===== config.mk =====
export PLATFORM = sky130hd
export DESIGN_NAME = pulse_meter
export DESIGN_NICKNAME = d
export VERILOG_FILES = /design/src/rtl/pulse_meter_pkg.sv /design/src/rtl/pulse_meter_sync_edge.sv /design/src/rtl/pulse_meter.sv
export SDC_FILE = /design/constraint.sdc
export NUM_CORES = 1
export LEC_CHECK = 0
export ABC_AREA = 1
export BUFFER_PORTS_ARGS = -buffer_cell sky130_fd_sc_hd__buf_2
export CAP_MARGIN = 10
export CORE_MARGIN = 8
export CORE_UTILIZATION = 60
export DETAILED_ROUTE_END_ITERATION = 8
export GPL_ROUTABILITY_DRIVEN = 0
export PLACE_DENSITY = 0.81
export SYNTH_ARGS = -nofsm -noshare
export SYNTH_HDL_FRONTEND = slang
export SYNTH_SLANG_ARGS = --single-unit

===== constraint.sdc =====
create_clock -name clk -period 2.9 [get_ports clk]
set_input_delay 0 -clock clk [delete_from_list [all_inputs] [get_ports clk]]
set_output_delay 0 -clock clk [all_outputs]
set_load 0.01 [all_outputs]

===== src/rtl/pulse_meter_pkg.sv =====
// Shared configuration for the pulse generator / pulse meter pair:
// FSM state encoding and the default counter width and loss-of-signal limit.
package pulse_meter_pkg;

  typedef enum logic [1:0] {
    IDLE    = 2'd0,
    MEASURE = 2'd1,
    LOST    = 2'd2
  } pm_state_e;

  localparam int PM_N       = 26;
  localparam int PM_TIMEOUT = 60000000;

endpackage


===== src/rtl/pulse_meter_sync_edge.sv =====
// Two-flop synchronizer for an asynchronous single-bit input, followed by a
// delay flop so a one-cycle rising-edge pulse can be derived. Reusable for
// any asynchronous level input.
module sync_edge (
  input  logic clk,
  input  logic reset,
  input  logic f,
  output logic level,
  output logic rise
);

  logic s1_q;
  logic s2_q;
  logic s3_q;

  // synchronizer chain plus edge-detect delay stage
  always_ff @(posedge clk) begin
    if (!reset) begin
      s1_q <= 1'b0;
      s2_q <= 1'b0;
      s3_q <= 1'b0;
    end else begin
      s1_q <= f;
      s2_q <= s1_q;
      s3_q <= s2_q;
    end
  end

  assign level = s2_q;
  assign rise  = s2_q & ~s3_q;

endmodule


===== src/rtl/pulse_meter.sv =====
// Measures period and high time of an asynchronous periodic input in clk
// cycles, publishing both on every rising edge once a reference edge exists.
// Also flags a stable signal (locked) and loss of signal (timeout).
//
// state   | meaning
// --------+-----------------------------------------------------------
// IDLE    | after reset, waiting for the first reference edge
// MEASURE | reference edge seen, each further rise publishes a result
// LOST    | no rise for TIMEOUT cycles, next rise re-arms measuring
module pulse_meter
  import pulse_meter_pkg::*;
#(
  parameter int N       = PM_N,
  parameter int TIMEOUT = PM_TIMEOUT
) (
  input  logic         clk,
  input  logic         reset,
  input  logic         f,
  output logic [N-1:0] period,
  output logic [N-1:0] high_time,
  output logic         valid,
  output logic         locked,
  output logic         timeout
);

  localparam logic [N-1:0] TO_C  = N'(TIMEOUT);
  localparam logic [N-1:0] ONE   = N'(1);
  localparam logic [N-1:0] MAX_C = '1;

  logic level;
  logic rise;

  logic [N-1:0] per_cnt_q, per_cnt_d;
  logic [N-1:0] high_cnt_q, high_cnt_d;
  pm_state_e    state_q, state_d;

  logic [N-1:0] period_q, period_d;
  logic [N-1:0] high_time_q, high_time_d;
  logic         valid_q, valid_d;
  logic         locked_q, locked_d;
  logic         timeout_q, timeout_d;
  // a publish has happened since the last IDLE/LOST, so locked may compare
  logic         have_ref_q, have_ref_d;

  logic         to_hit;
  logic [N-1:0] period_new;

  sync_edge u_sync_edge (
    .clk   (clk),
    .reset (reset),
    .f     (f),
    .level (level),
    .rise  (rise)
  );

  // rise takes priority over the timeout condition
  assign to_hit     = (per_cnt_q == TO_C) & ~rise;
  assign period_new = per_cnt_q + ONE;

  // period and high-time counters, restarted by each rise
  always_comb begin
    per_cnt_d  = per_cnt_q;
    high_cnt_d = high_cnt_q;
    if (rise) begin
      per_cnt_d  = '0;
      high_cnt_d = ONE;
    end else begin
      if (per_cnt_q != TO_C) per_cnt_d = per_cnt_q + ONE;
      if (level && (high_cnt_q != MAX_C)) high_cnt_d = high_cnt_q + ONE;
    end
  end

  // counter registers
  always_ff @(posedge clk) begin
    if (!reset) begin
      per_cnt_q  <= '0;
      high_cnt_q <= '0;
    end else begin
      per_cnt_q  <= per_cnt_d;
      high_cnt_q <= high_cnt_d;
    end
  end

  // FSM state register
  always_ff @(posedge clk) begin
    if (!reset) state_q <= IDLE;
    else        state_q <= state_d;
  end

  // FSM next-state logic
  always_comb begin
    state_d = state_q;
    unique case (state_q)
      IDLE:    if (rise) state_d = MEASURE; else if (to_hit) state_d = LOST;
      MEASURE: if (to_hit) state_d = LOST;
      LOST:    if (rise) state_d = MEASURE;
      default: state_d = IDLE;
    endcase
  end

  // FSM output logic: publish, lock compare and loss-of-signal flag
  always_comb begin
    period_d    = period_q;
    high_time_d = high_time_q;
    valid_d     = 1'b0;
    locked_d    = locked_q;
    timeout_d   = timeout_q;
    have_ref_d  = have_ref_q;
    unique case (state_q)
      IDLE, MEASURE: begin
        if (rise && (state_q == MEASURE)) begin
          period_d    = period_new;
          high_time_d = high_cnt_q;
          valid_d     = 1'b1;
          locked_d    = have_ref_q && (period_new == period_q)
                                   && (high_cnt_q == high_time_q);
          have_ref_d  = 1'b1;
        end else if (to_hit) begin
          timeout_d  = 1'b1;
          locked_d   = 1'b0;
          have_ref_d = 1'b0;
        end
      end
      LOST: begin
        if (rise) timeout_d = 1'b0;
      end
      default: begin
        valid_d = 1'b0;
      end
    endcase
  end

  // output registers
  always_ff @(posedge clk) begin
    if (!reset) begin
      period_q    <= '0;
      high_time_q <= '0;
      valid_q     <= 1'b0;
      locked_q    <= 1'b0;
      timeout_q   <= 1'b0;
      have_ref_q  <= 1'b0;
    end else begin
      period_q    <= period_d;
      high_time_q <= high_time_d;
      valid_q     <= valid_d;
      locked_q    <= locked_d;
      timeout_q   <= timeout_d;
      have_ref_q  <= have_ref_d;
    end
  end

  assign period    = period_q;
  assign high_time = high_time_q;
  assign valid     = valid_q;
  assign locked    = locked_q;
  assign timeout   = timeout_q;

endmodule

---- Word-level counts from Yosys, hierarchy flattened ----
Index checks and enable logic that the tools add are counted.
W data, S select, Z words.
storage, ports and cells
  flip-flop bits (word level) ............. 113
  output and inout bits ................... 55
cells by class
  add/sub/neg operators ................... 2
  eq/ne operators ......................... 10
  multiplexer cells ....................... 14
  bitwise operators ....................... 5
  reductions and logical operators ........ 14
operators by type and width
  operator                 number
  $add A26 B1 Y26 const B  2
  $eq A26 B26 Y1           2
  $ne A26 B26 Y1 const B   2
  $eq A26 B26 Y1 const B   1
  $mux W1                  9
  $mux W2                  3
  $ne A2 B2 Y1 const B     3
  $pmux W2 S3              1
  $reduce_and A2 Y1        3
  $reduce_bool A2 Y1       3
  $logic_and A1 B1 Y1      4
  $reduce_and A4 Y1        1
  $reduce_or A2 Y1         2
  $not A1 Y1               3
  $and A1 B1 Y1            2
  $eq A2 B1 Y1 const B     1
  $eq A2 B2 Y1 const B     1
  $logic_not A2 Y1         1
  $pmux W1 S2              1

---- Depth between registers and ports, before layout ----
  word-level depth ........................ 7
  depth in mapped cells ................... 16
  gate-level depth less buffers ........... 16

---- By module ----
From an unflattened synthesis, not the netlist that was laid out.
second synthesis, totals
  cells, all modules ...................... 933
  area total of the unflattened synthesis .. 5,982.0 µm²
by module, submodules not included
  module       instances  cells each  area an instance (µm²)  seq. area each (µm²)
  pulse_meter  1          922         5,889.4                 2,202.1
  sync_edge    1          11          92.6                    60.1

---- Least setup slack after synthesis ----
Ideal clock, no wire load.
  kind .................................... reg-to-reg
  start ................................... reg per_cnt_q[0]
  end ..................................... reg locked_q (netlist: locked)
  data arrival time ....................... 1.696 ns
  data required time ...................... 2.833 ns
  setup slack ............................. 1.136 ns
  stages on the path, launching flop included .. 16
  period minus slack after synthesis ...... 1.764 ns
  path through ............................ dfxtp_1 > ha_1 > nand2_2 > nor2_4 > nand2_4 > nor2_4 > nand2_2 > nand2_2 > nand2_2 > nand2_1 > nand2_1 > nor2_1 > nand2_1 > nor2_1 > nand2_1 > a21oi_2
on the way
  cells in the longest elaborated chain, start to end .. 5
  elaborated cells on any way between the ends .. 9
  those cells by class .................... 1 x add/sub; 2 x eq/ne; 1 x mux; 1 x bitwise; 4 x reduce/logical
ends and longest elaborated chain
  what                    line                text
  start, declared         pulse_meter.sv:33   logic [N-1:0] per_cnt_q, per_cnt_d;
  start signal, assigned  pulse_meter.sv:79   per_cnt_q <= per_cnt_d;
  $add A26 B1 Y26         pulse_meter.sv:58   assign period_new = per_cnt_q + ONE;
  $eq A26 B26 Y1          pulse_meter.sv:115  locked_d = have_ref_q && (period_new == period_q)
  $logic_and A1 B1 Y1     pulse_meter.sv:115
  $logic_and A1 B1 Y1     pulse_meter.sv:116  && (high_cnt_q == high_time_q);
  $mux W1                 pulse_meter.sv:111  if (rise && (state_q == MEASURE)) begin
  end signal, assigned    pulse_meter.sv:146  locked_q <= locked_d;
  end, declared           pulse_meter.sv:40   logic locked_q, locked_d;
Parallel ways exist; a longest one is shown, timed or not.
A chain may end at the register's enable or synchronous reset.

---- Worst setup path in the final report ----
Ends and elaborated chain as after synthesis.

==> reports/qor.yml <==
status:
  run_status: "finished clean"
synth:
  synth.avg_cell_area_um2: 6.43
  synth_common_cells: "258 x nand2_1, 138 x inv_1, 113 x dfxtp_1"
  ys.flop_type: "dfxtp_1"
  synth_most_common_cell: "nand2_1"
  postSynthNetCount: 944
  yosysTopAreaCell: "dfxtp_1"
  yosysSeqAreaShare_pct: 37.5
  synth_warnings: 0
  syn-cell-area_um2: 6030
  synth_top_area_share_pct: 37.5
  synth_seq_cells: 113
  syn_inst: 938
  synthTopCellsByArea: "dfxtp_1 38%, nand2_1 16%, inv_1 8.6%, nor2_1 6.4%, a21oi_1 5.6%"
  synth_edf_count: 0
  synth-async-reset-ratio_pct: 0
  yosysUniqueCellTypes: 34
cts:
  cts_buffers: 17
  cts_setup_buffers: 0
  clock_sinks: 113
  cts-root-buf: "clkbuf_8"
  path_clk_slew_ns: 0.06
  cts_resized: 0
  cts_buffer_depth: 2
  cts_tree: "done"
  clk-insertion-delay-late_ns: 0.54
  ctsHoldBuffers: 2
  htree_num_levels: 4
critical_path:
  crit_slowest_cell: "dfxtp_1"
  crit_path_max_fanout: 6
  end_kind: "register"
  worst_ep_arrival_time_ns: 2.74
  path_class: "reg2reg"
  crit_chain: "ha_1, nand2_2, nor2_4, nand2_4, nor2_4, nand2_2, nand2_2, nand2_2, nand2_1, nand2_1, nor2_1, nand2_1, nor2_1, nand2_1, a21oi_2"
  crit_path_start_kind: "register"
  max_stage_delay_ns: 0.43
  r2r_slack_ns: 0.63
  crit_required_ns: 3.37
grt:
  use_met2_pct: 37.5
  grt_pass1_vias: 5452
  grt_overflow_total: 0
  antenna_found_initial: 0
  grt_max_degree: 52
  grt_pass1_wl_mm: 26.0
  grtUsageMet1_pct: 31.6
  met3_usage_pct: 6.41
  busiest_layer: "met2"
  track_usage_pct: 24.4
timing:
  hold_viol: 0
  fmax_mhz: 440
  fin_crit_ns: 2.27
  timing.slew.headroom_pct: 51.0
  drv_slew: 0
  finalCritPeriodShare_pct: 78.3
  finalSetupViolations: 0
  rsz0062_at_grt: "no"
  worst_pin_slew_ns: 0.734
  setup_tns_ns: 0
  finClkSkew_ns: 0.00838
finish:
  insertedDiodeCount: 0
  final_cell_count_no_fill: 1143
  multi_input_area_um2: 3140
  num-fill-cells: 865
  drive_above_1_share_pct: 12.5
  syn2layout_area_growth_pct: 16.9
  nets: 1004
  register_area_um2: 2260
floorplanning:
  die_h_um: 116
  die-area_um2: 13500
  die_w_um: 116
  start_util_pct: 61.7
  ios: 58
  core_um2: 9770
  rows: 36
detailed_routing:
  drtAntennaViolNets: 0
  routed_wl_mm: 15.5
  drt-pass1-iter-count: 5
  wire_per_inst_um: 13.6
  vias: 5957
  drt-vias-per-instance: 5.21
  first_iter_violations: 488
  drc: 0
run:
  maxCapViolCount: 0
placement:
  dp.cells: 1110
  io_buffers: 57
  dpl.hpwl_mm: 11.3
power_and_ir_drop:
  leakagePower_nw: 3.13
  vdd_ir_drop_max_mv: 0.460
  p_per_area_nw_per_um2: 540
hold_path:
  hp-class: "in2reg"
[stage by stage]
step | hold slack, ns | instance area, um2 | total power [W] | utilization (%) | setup slack [ns]
floorplan | 0.0976 | 6030 | 0.00171 | - | 1.14
global placement | 0.184 | 6430 | 0.00175 | 65.8 | 0.751
detailed placement | 0.195 | 6430 | 0.00175 | 65.8 | 0.697
CTS | 0.175 | 7050 | 0.00382 | 72.1 | 0.665
global route | 0.201 | 7050 | 0.00391 | 72.1 | 0.387
finish | 0.186 | 7050 | 0.00381 | 72.1 | 0.629
[final cells by class]
type | count | share of cell area, %
Clock buffer | 22 | 6.57
Clock inverter | 9 | 1.86
Inverter | 144 | 7.67
Multi-Input combinational cell | 658 | 44.6
Sequential cell | 113 | 32.1
Tap cell | 133 | 2.36
Timing Repair Buffer | 64 | 4.87
[path summary, 6_finish.rpt]
path	cells past startpoint	endpoint	startpoint
worst max-delay path	15	locked	per_cnt_q[0]
worst min register to register	2	u_sync_edge.level	u_sync_edge.s1_q
worst min-delay path	4	u_sync_edge.s1_q	f
worst max register to register	15	locked	per_cnt_q[0]
[power breakdown]
part / switching (W) / internal [W]
clock: 0.000720 / 0.00137
combinational: 0.0000887 / 0.0000434
sequential: 0.0000167 / 0.00157
[state kept, by name, indices dropped and copies added (netlist names)]
signal             flops
valid                  1
u_sync_edge.s1_q       1
per_cnt_q             26
high_time             26
high_cnt_q            26
locked                 1
have_ref_q             1
u_sync_edge.level      1
timeout                1
state_q                2
u_sync_edge.s3_q       1
period                26
[layer usage]
layer	wire, um	part of all wire, %
met5	0	0
met2	6870	44
met1	7260	47
met3	1060	6.8
met4	308	2.0
[critical path, delay by kind of cell (launching register included)]
family,cells,cell delay (ns)
DFF,1,0.43
adders and majority gates,1,0.24
and+or+nand+nor,13,1.40
AOI/OAI and AO/OA,1,0.13
[cell usage in the layout, fill, tap and decap left out, types with 2 or more instances in the layout]
cell           instances
buf_4                  5
dlygate4sd3_1          2
o211ai_1              15
nand4_1               11
bufinv_16              3
nor4_1                 5
inv_1                138
xnor2_1                4
o21ai_0               58
clkinv_2               2
o21ai_1                3
nand2_2                9
nand3b_1              15
clkbuf_16             16
clkinvlp_4             3
nor3_2                 2
ha_1                   3
clkbuf_8               4
nor3b_1                4
nor3_1                14
nand2_1              258
clkbuf_1               2
nor2_4                 7
a21oi_1               67
buf_2                 57
dfxtp_1              113
xor2_1                 6
or2_2                  5
nor2_1               103
nand3_1               59
nor2_2                 3
inv_2                  5
[cells by family (layout without fill, tap and decap cells)]
| logic type | after synthesis | in the layout | synth area share [%] |
|---|---|---|---|
| buf+inv | 167 | 239 | 10.5 |
| simple gates | 497 | 497 | 36.2 |
| xor+xnor | 12 | 12 | 2.22 |
| flops | 113 | 113 | 37.5 |
| fa+ha+maj | 3 | 3 | 0.623 |
| compound gates | 146 | 146 | 12.9 |
(Power assumes the default switching activity.)
